## src/rtl/mem_bridge_pkg.sv

```systemverilog
// Shared types for the sram-like bridge: channel FSM states, access sizes,
// and the store byte-enable to size/address mapping.
package mem_bridge_pkg;

    typedef enum logic [1:0] {
        ST_IDLE = 2'd0,
        ST_REQ  = 2'd1,
        ST_WAIT = 2'd2,
        ST_DONE = 2'd3
    } state_e;

    localparam logic [1:0] SZ_B = 2'd0;
    localparam logic [1:0] SZ_H = 2'd1;
    localparam logic [1:0] SZ_W = 2'd2;

    typedef struct packed {
        logic [1:0] size;
        logic [1:0] addr_lo;
    } size_addr_t;

    // An illegal mask issues a word access and keeps the core's low address bits.
    function automatic size_addr_t wen_to_size_addr(input logic [3:0] wen,
                                                    input logic [1:0] addr_lo);
        size_addr_t r;
        r.size    = SZ_W;
        r.addr_lo = addr_lo;
        case (wen)
            4'b1111: r.addr_lo = 2'b00;
            4'b0011: begin r.size = SZ_H; r.addr_lo = 2'b00; end
            4'b1100: begin r.size = SZ_H; r.addr_lo = 2'b10; end
            4'b0001: begin r.size = SZ_B; r.addr_lo = 2'b00; end
            4'b0010: begin r.size = SZ_B; r.addr_lo = 2'b01; end
            4'b0100: begin r.size = SZ_B; r.addr_lo = 2'b10; end
            4'b1000: begin r.size = SZ_B; r.addr_lo = 2'b11; end
            default: ;
        endcase
        return r;
    endfunction

endpackage

```

## src/rtl/sram_like_channel.sv

```systemverilog
// One sram-like request/response channel: captures the core's request,
// drives req until addr_ok, then holds the response until the pipeline moves.
module sram_like_channel
    import mem_bridge_pkg::*;
#(
    parameter int ADDR_W = 32,
    parameter int DATA_W = 32
) (
    input  logic              clk,
    input  logic              rst,
    input  logic              en_i,
    input  logic              flush_i,
    input  logic              stall_i,
    input  logic              wr_i,
    input  logic [1:0]        size_i,
    input  logic [ADDR_W-1:0] addr_i,
    input  logic [DATA_W-1:0] wdata_i,
    output logic              busy_o,
    output state_e            state_o,
    output logic [DATA_W-1:0] result_o,
    output logic              req_o,
    output logic              wr_o,
    output logic [1:0]        size_o,
    output logic [ADDR_W-1:0] addr_o,
    output logic [DATA_W-1:0] wdata_o,
    input  logic              addr_ok_i,
    input  logic              data_ok_i,
    input  logic [DATA_W-1:0] rdata_i
);

    state_e            state_q;
    logic              req_q;
    logic              discard_q;
    logic              wr_q;
    logic [1:0]        size_q;
    logic [ADDR_W-1:0] addr_q;
    logic [DATA_W-1:0] wdata_q;
    logic [DATA_W-1:0] result_q;

    always_ff @(posedge clk or posedge rst) begin
        if (rst) begin
            state_q   <= ST_IDLE;
            req_q     <= 1'b0;
            discard_q <= 1'b0;
            wr_q      <= 1'b0;
            size_q    <= 2'b00;
            addr_q    <= '0;
            wdata_q   <= '0;
            result_q  <= '0;
        end else begin
            case (state_q)
                ST_IDLE: begin
                    if (en_i && !flush_i) begin
                        state_q <= ST_REQ;
                        req_q   <= 1'b1;
                        wr_q    <= wr_i;
                        size_q  <= size_i;
                        addr_q  <= addr_i;
                        wdata_q <= wdata_i;
                    end
                end
                ST_REQ: begin
                    // An accepted request cannot be withdrawn; a flush only marks it for discard.
                    if (flush_i) discard_q <= 1'b1;
                    if (addr_ok_i) begin
                        state_q <= ST_WAIT;
                        req_q   <= 1'b0;
                    end
                end
                ST_WAIT: begin
                    if (data_ok_i) begin
                        if (discard_q || flush_i) begin
                            state_q   <= ST_IDLE;
                            discard_q <= 1'b0;
                        end else begin
                            state_q  <= ST_DONE;
                            result_q <= rdata_i;
                        end
                    end else if (flush_i) begin
                        discard_q <= 1'b1;
                    end
                end
                ST_DONE: begin
                    if (flush_i || !stall_i) state_q <= ST_IDLE;
                end
                default: state_q <= ST_IDLE;
            endcase
        end
    end

    assign busy_o   = (state_q == ST_REQ) || (state_q == ST_WAIT) ||
                      ((state_q == ST_IDLE) && en_i);
    assign state_o  = state_q;
    assign result_o = result_q;
    assign req_o    = req_q;
    assign wr_o     = wr_q;
    assign size_o   = size_q;
    assign addr_o   = addr_q;
    assign wdata_o  = wdata_q;

endmodule

```

## src/rtl/sram_like_mem_bridge.sv

```systemverilog
// Bridges the core's single-cycle inst/data SRAM ports onto two sram-like
// channels and freezes the pipeline while either access is in flight.
module sram_like_mem_bridge
    import mem_bridge_pkg::*;
#(
    parameter int ADDR_W = 32,
    parameter int DATA_W = 32
) (
    input  logic              clk,
    input  logic              rst,
    input  logic [ADDR_W-1:0] pc_i,
    input  logic              inst_en_i,
    output logic [DATA_W-1:0] instr_o,
    input  logic              data_en_i,
    input  logic              data_wr_i,
    input  logic [ADDR_W-1:0] data_addr_i,
    input  logic [3:0]        data_wen_i,
    input  logic [DATA_W-1:0] data_wdata_i,
    output logic [DATA_W-1:0] data_rdata_o,
    input  logic              flush_i,
    output logic              stall_o,
    output state_e            inst_state_o,
    output state_e            data_state_o,
    output logic              inst_req,
    output logic              inst_wr,
    output logic [1:0]        inst_size,
    output logic [ADDR_W-1:0] inst_addr,
    output logic [DATA_W-1:0] inst_wdata,
    input  logic              inst_addr_ok,
    input  logic              inst_data_ok,
    input  logic [DATA_W-1:0] inst_rdata,
    output logic              data_req,
    output logic              data_wr,
    output logic [1:0]        data_size,
    output logic [ADDR_W-1:0] data_addr,
    output logic [DATA_W-1:0] data_wdata,
    input  logic              data_addr_ok,
    input  logic              data_data_ok,
    input  logic [DATA_W-1:0] data_rdata
);

    logic              inst_busy;
    logic              data_busy;
    size_addr_t        st_map;
    logic [1:0]        d_size;
    logic [ADDR_W-1:0] d_addr;

    // Loads are always word-aligned words; the core extracts bytes/halves itself.
    always_comb begin
        st_map = wen_to_size_addr(data_wen_i, data_addr_i[1:0]);
        d_size = SZ_W;
        d_addr = {data_addr_i[ADDR_W-1:2], 2'b00};
        if (data_wr_i) begin
            d_size = st_map.size;
            d_addr = {data_addr_i[ADDR_W-1:2], st_map.addr_lo};
        end
    end

    assign stall_o = inst_busy | data_busy;

    sram_like_channel #(.ADDR_W(ADDR_W), .DATA_W(DATA_W)) u_inst (
        .clk      (clk),
        .rst      (rst),
        .en_i     (inst_en_i),
        .flush_i  (flush_i),
        .stall_i  (stall_o),
        .wr_i     (1'b0),
        .size_i   (SZ_W),
        .addr_i   (pc_i),
        .wdata_i  ('0),
        .busy_o   (inst_busy),
        .state_o  (inst_state_o),
        .result_o (instr_o),
        .req_o    (inst_req),
        .wr_o     (inst_wr),
        .size_o   (inst_size),
        .addr_o   (inst_addr),
        .wdata_o  (inst_wdata),
        .addr_ok_i(inst_addr_ok),
        .data_ok_i(inst_data_ok),
        .rdata_i  (inst_rdata)
    );

    sram_like_channel #(.ADDR_W(ADDR_W), .DATA_W(DATA_W)) u_data (
        .clk      (clk),
        .rst      (rst),
        .en_i     (data_en_i),
        .flush_i  (flush_i),
        .stall_i  (stall_o),
        .wr_i     (data_wr_i),
        .size_i   (d_size),
        .addr_i   (d_addr),
        .wdata_i  (data_wdata_i),
        .busy_o   (data_busy),
        .state_o  (data_state_o),
        .result_o (data_rdata_o),
        .req_o    (data_req),
        .wr_o     (data_wr),
        .size_o   (data_size),
        .addr_o   (data_addr),
        .wdata_o  (data_wdata),
        .addr_ok_i(data_addr_ok),
        .data_ok_i(data_data_ok),
        .rdata_i  (data_rdata)
    );

endmodule

```

## config.mk

```make
export PLATFORM = sky130hd
export DESIGN_NAME = sram_like_mem_bridge
export DESIGN_NICKNAME = d
export VERILOG_FILES = /design/src/rtl/mem_bridge_pkg.sv /design/src/rtl/sram_like_channel.sv /design/src/rtl/sram_like_mem_bridge.sv
export SDC_FILE = /design/constraint.sdc
export NUM_CORES = 1
export LEC_CHECK = 0
export BUFFER_PORTS_ARGS = -buffer_cell sky130_fd_sc_hd__buf_2
export CAP_MARGIN = 10
export CORE_AREA = 2 2 146 148
export DETAILED_ROUTE_END_ITERATION = 6
export DIE_AREA = 0 0 148 150
export GPL_TIMING_DRIVEN = 0
export PLACE_DENSITY = 0.73
export SETUP_SLACK_MARGIN = 0.05
export SYNTH_ARGS = -nofsm -noshare
export SYNTH_HDL_FRONTEND = slang
export SYNTH_SLANG_ARGS = --single-unit
```

## constraint.sdc

```tcl
create_clock -name clk -period 7.8 [get_ports clk]
set_input_delay 1.95 -clock clk [delete_from_list [all_inputs] [get_ports clk]]
set_output_delay 1.95 -clock clk [all_outputs]
set_load 0.03 [all_outputs]
```

==> reports/results.ini <==
[clocking]
cts_resized = 0
htreeDepth = 4
cts_setup_buffers = 0
postCtsHoldBufs = 0
clkTransAtPathRegs_ps = 70
cts_root_buf = clkbuf_16
cts_sinks = 172
cts_tree = yes
cts_made_buffers = 17
clk_path_buf_depth = 2
clkLatencyLatePin_ps = 410

[global_route]
grt_max_degree = 103
grt-busiest-layer = met2
use_met3_pct = 4.39
grt.overflow.total = 0
grt_pass1_wl_um = 28500
met2_usage_pct = 28.9
grtUsageTotal_pct = 16.4
grt_use_met1_pct = 19.5
grt_pass1_vias = 5536
grt_antenna_before_repair = 1

[floorplanning]
ios = 379
die_h_um = 150
fp.dieW_um = 148
die_area_um2 = 22200
core_area_um2 = 20700
rows = 53
initial_core_util_pct = 35.0

[finish]
fin_area_um2 = 10000
drive_above_1_share_pct = 52.5
area_delta_synth_final_pct = 38.4
final_core_util_pct = 48.5
nFillCells = 1933
fin_nets = 1185
antenna_cells = 0
multi_input_area_um2 = 2570
seq_area_um2 = 4300

[routing]
dr.pass1.iters = 4
post_drt_wl_per_cell_um = 14.6
antenna_left = 0
drt-total-wl_um = 18800
dr_total_vias = 5593
drc = 0
drt_iter0_drc = 188
via_per_inst = 4.34

[synth]
synth_top_family_by_area = multiplexers
syn_area_per_cell_um2 = 12.0
synth_edf_count = 0
synth_compound_area_share_pct = 2.95
synth-seq-area-share_pct = 59.4
synth-async-reset-ratio_pct = 100
ys_ff_latch = 172
synthAdderAreaFrac_pct = 1.73
synthSimpleGateAreaFrac_pct = 12.2
synthCells = 604
synth_ff_type = dfrtp_1
syn_area_um2 = 7250
synthXorXnorAreaFrac_pct = 0
ys_warn_count = 0
synth_cell_types = 37
synthMuxAreaShare_pct = 16.7

[placed_design]
gp_congestion = 0.804
detailed_place_hpwl_um = 14300
io_buffers = 344
placed_area_um2 = 9470

[setup_path]
r2r-start = u_data.state_o[1]$_DFFE_PP0P_
cp.arrival_ps = 2790
critical_path_class = input pin to output pin
r2r_cells = 6
cp_max_fo = 4
rrSetupSlack_ps = 5800
crit_path_end_kind = output pin
worst-endpoint-required_ps = 5850
cp-start-kind = input pin
r2r_end = u_data.state_o[1]$_DFFE_PP0P_

[power]
internal-power_uw = 2480
p_leak_uw = 0.00554
power_switching_uw = 1990
swShare_pct = 44.5
ir_drop_v = 0.000179
power-per-cell-area_nw_per_um2 = 445
combPwrFrac_pct = 47.5
p_seq_share_pct = 34.3
pwr-share-clk_pct = 18.2

[run_status]
outcome = complete, no violations

[min_path]
min_path_type = flip-flop to flip-flop
min_from = u_data.addr_o[9]$_DFFE_PP0P_
hold_path_depth = 2
min_to = u_data.addr_o[9]$_DFFE_PP0P_

[timing]
finalMaxSlewViolations = 0
rsz0062_at_grt = false
setup_viol = 0
fin_worst_skew_ps = 7.04
relSlewSlack_pct = 64.0
worst_slew_pin_slew_ps = 540
hold_viol = 0
fmaxAchievable_ghz = 0.211
finalCritPeriodShare_pct = 60.8
min_period_ps = 4740

[run]
maxCapViolCount = 0

per-stage QoR:
stage / worst slack, ps / power, µW / cells / setup TNS (ps) / hold WS, ps
final: 3060 / 4460 / 1288 / 0 / 471
after global routing: 3020 / 4720 / 1288 / 0 / 484
after CTS: 3030 / 4510 / 1288 / 0 / 474
after detailed placement: 3030 / 3680 / 1257 / 0 / 454
after global placement: -845 / 3630 / 1256 / -143620 / 446
after floorplan: 1190 / 3010 / 637 / 0 / 516
final cells by class:
class / instances / share of cell area, %
Sequential cell: 172 / 42.9
Multi-Input combinational cell: 395 / 25.6
Timing Repair Buffer: 345 / 17.4
Buffer: 60 / 4.62
Clock buffer: 20 / 4.45
Tap cell: 275 / 3.43
Clock inverter: 11 / 1.11
Inverter: 10 / 0.449
registers in the layout, summed over array words and instances (netlist names):
register / count
u_data.discard_q: 1
u_inst.addr_o: 32
u_data.addr_o: 32
u_data.req_o: 1
u_data.state_o: 2
u_inst.discard_q: 1
u_inst.req_o: 1
u_inst.result_o: 32
u_inst.state_o: 2
u_data.size_o: 2
u_data.wr_o: 1
u_data.wdata_o: 32
u_inst.size_o: 1
u_data.result_o: 32
layout by cell type (no fill, tap or decap), types with 2 or more instances in the layout:
| master | count |
|---|---|
| o21ai_0 | 5 |
| and3_1 | 3 |
| nor2b_1 | 2 |
| dfrtp_1 | 172 |
| inv_6 | 3 |
| buf_2 | 356 |
| mux2i_1 | 2 |
| buf_4 | 38 |
| nand3_1 | 2 |
| buf_12 | 3 |
| a221o_1 | 2 |
| nor2_1 | 7 |
| clkbuf_16 | 17 |
| conb_1 | 34 |
| nand2_1 | 198 |
| clkinvlp_4 | 4 |
| clkbuf_1 | 4 |
| mux2_4 | 30 |
| a31oi_1 | 5 |
| nand2b_4 | 2 |
| inv_8 | 2 |
| o31a_1 | 2 |
| buf_6 | 4 |
| a21oi_1 | 11 |
| inv_1 | 9 |
| mux2_2 | 65 |
| ha_1 | 10 |
| nand2b_1 | 3 |
synth_stat cells (all sizes together) (2+ instances only):
library cell	number	area, µm²
a21oi	11	55.1
a31oi	5	31.3
o31a	2	17.5
nor2	7	26.3
a221o	2	20.0
mux2	96	1190
inv	10	37.5
and3	3	18.8
nand3b	2	18.8
mux2i	2	20.0
clkbuf	3	12.5
ha	10	125
dfrtp	172	4300
o21ai	5	25.0
nor2b	2	12.5
nand2b	5	46.3
nand2	198	743
nand3	2	10.0
buf	57	450
metal layers:
layer | up-vias | share of wire [%]
met5 | - | 0.059
met4 | 2 | 1.8
met3 | 23 | 5.8
met2 | 215 | 52
met1 | 2656 | 41
li1 | 2697 | -
critical path, stage by stage:
cell and delay, ps:
buf_2 130, a211oi_1 420, nand2_1 90, buf_2 190
worst max-delay path by stage:
stage	to	start	slack, ps
after CTS	stall_o	data_en_i	3030
final	stall_o	data_en_i	3060
after floorplan	u_data.addr_o[0]$_DFFE_PP0P_	rst	1190
after detailed placement	stall_o	data_en_i	3030
after global placement	u_data.wdata_o[16]$_DFFE_PP0P_	rst	-840
after global routing	stall_o	data_en_i	3020
cell families after synthesis:
family / count (synthesis)
and+or+nand+nor: 220
adders and majority gates: 10
buffers and inverters: 70
AOI/OAI and AO/OA: 33
DFF: 172
muxes: 98
other: 1
power groups by stage:
stage	sequential, µW	combinational (µW)	clock (µW)
4_1_cts	1530	2140	839
3_5_place_dp	1540	2140	0
5_1_grt	1580	2250	883
6_report	1530	2120	812
3_3_place_gp	1530	2100	0
2_1_floorplan	2370	633	0
Power figures use the tool's default switching activity.
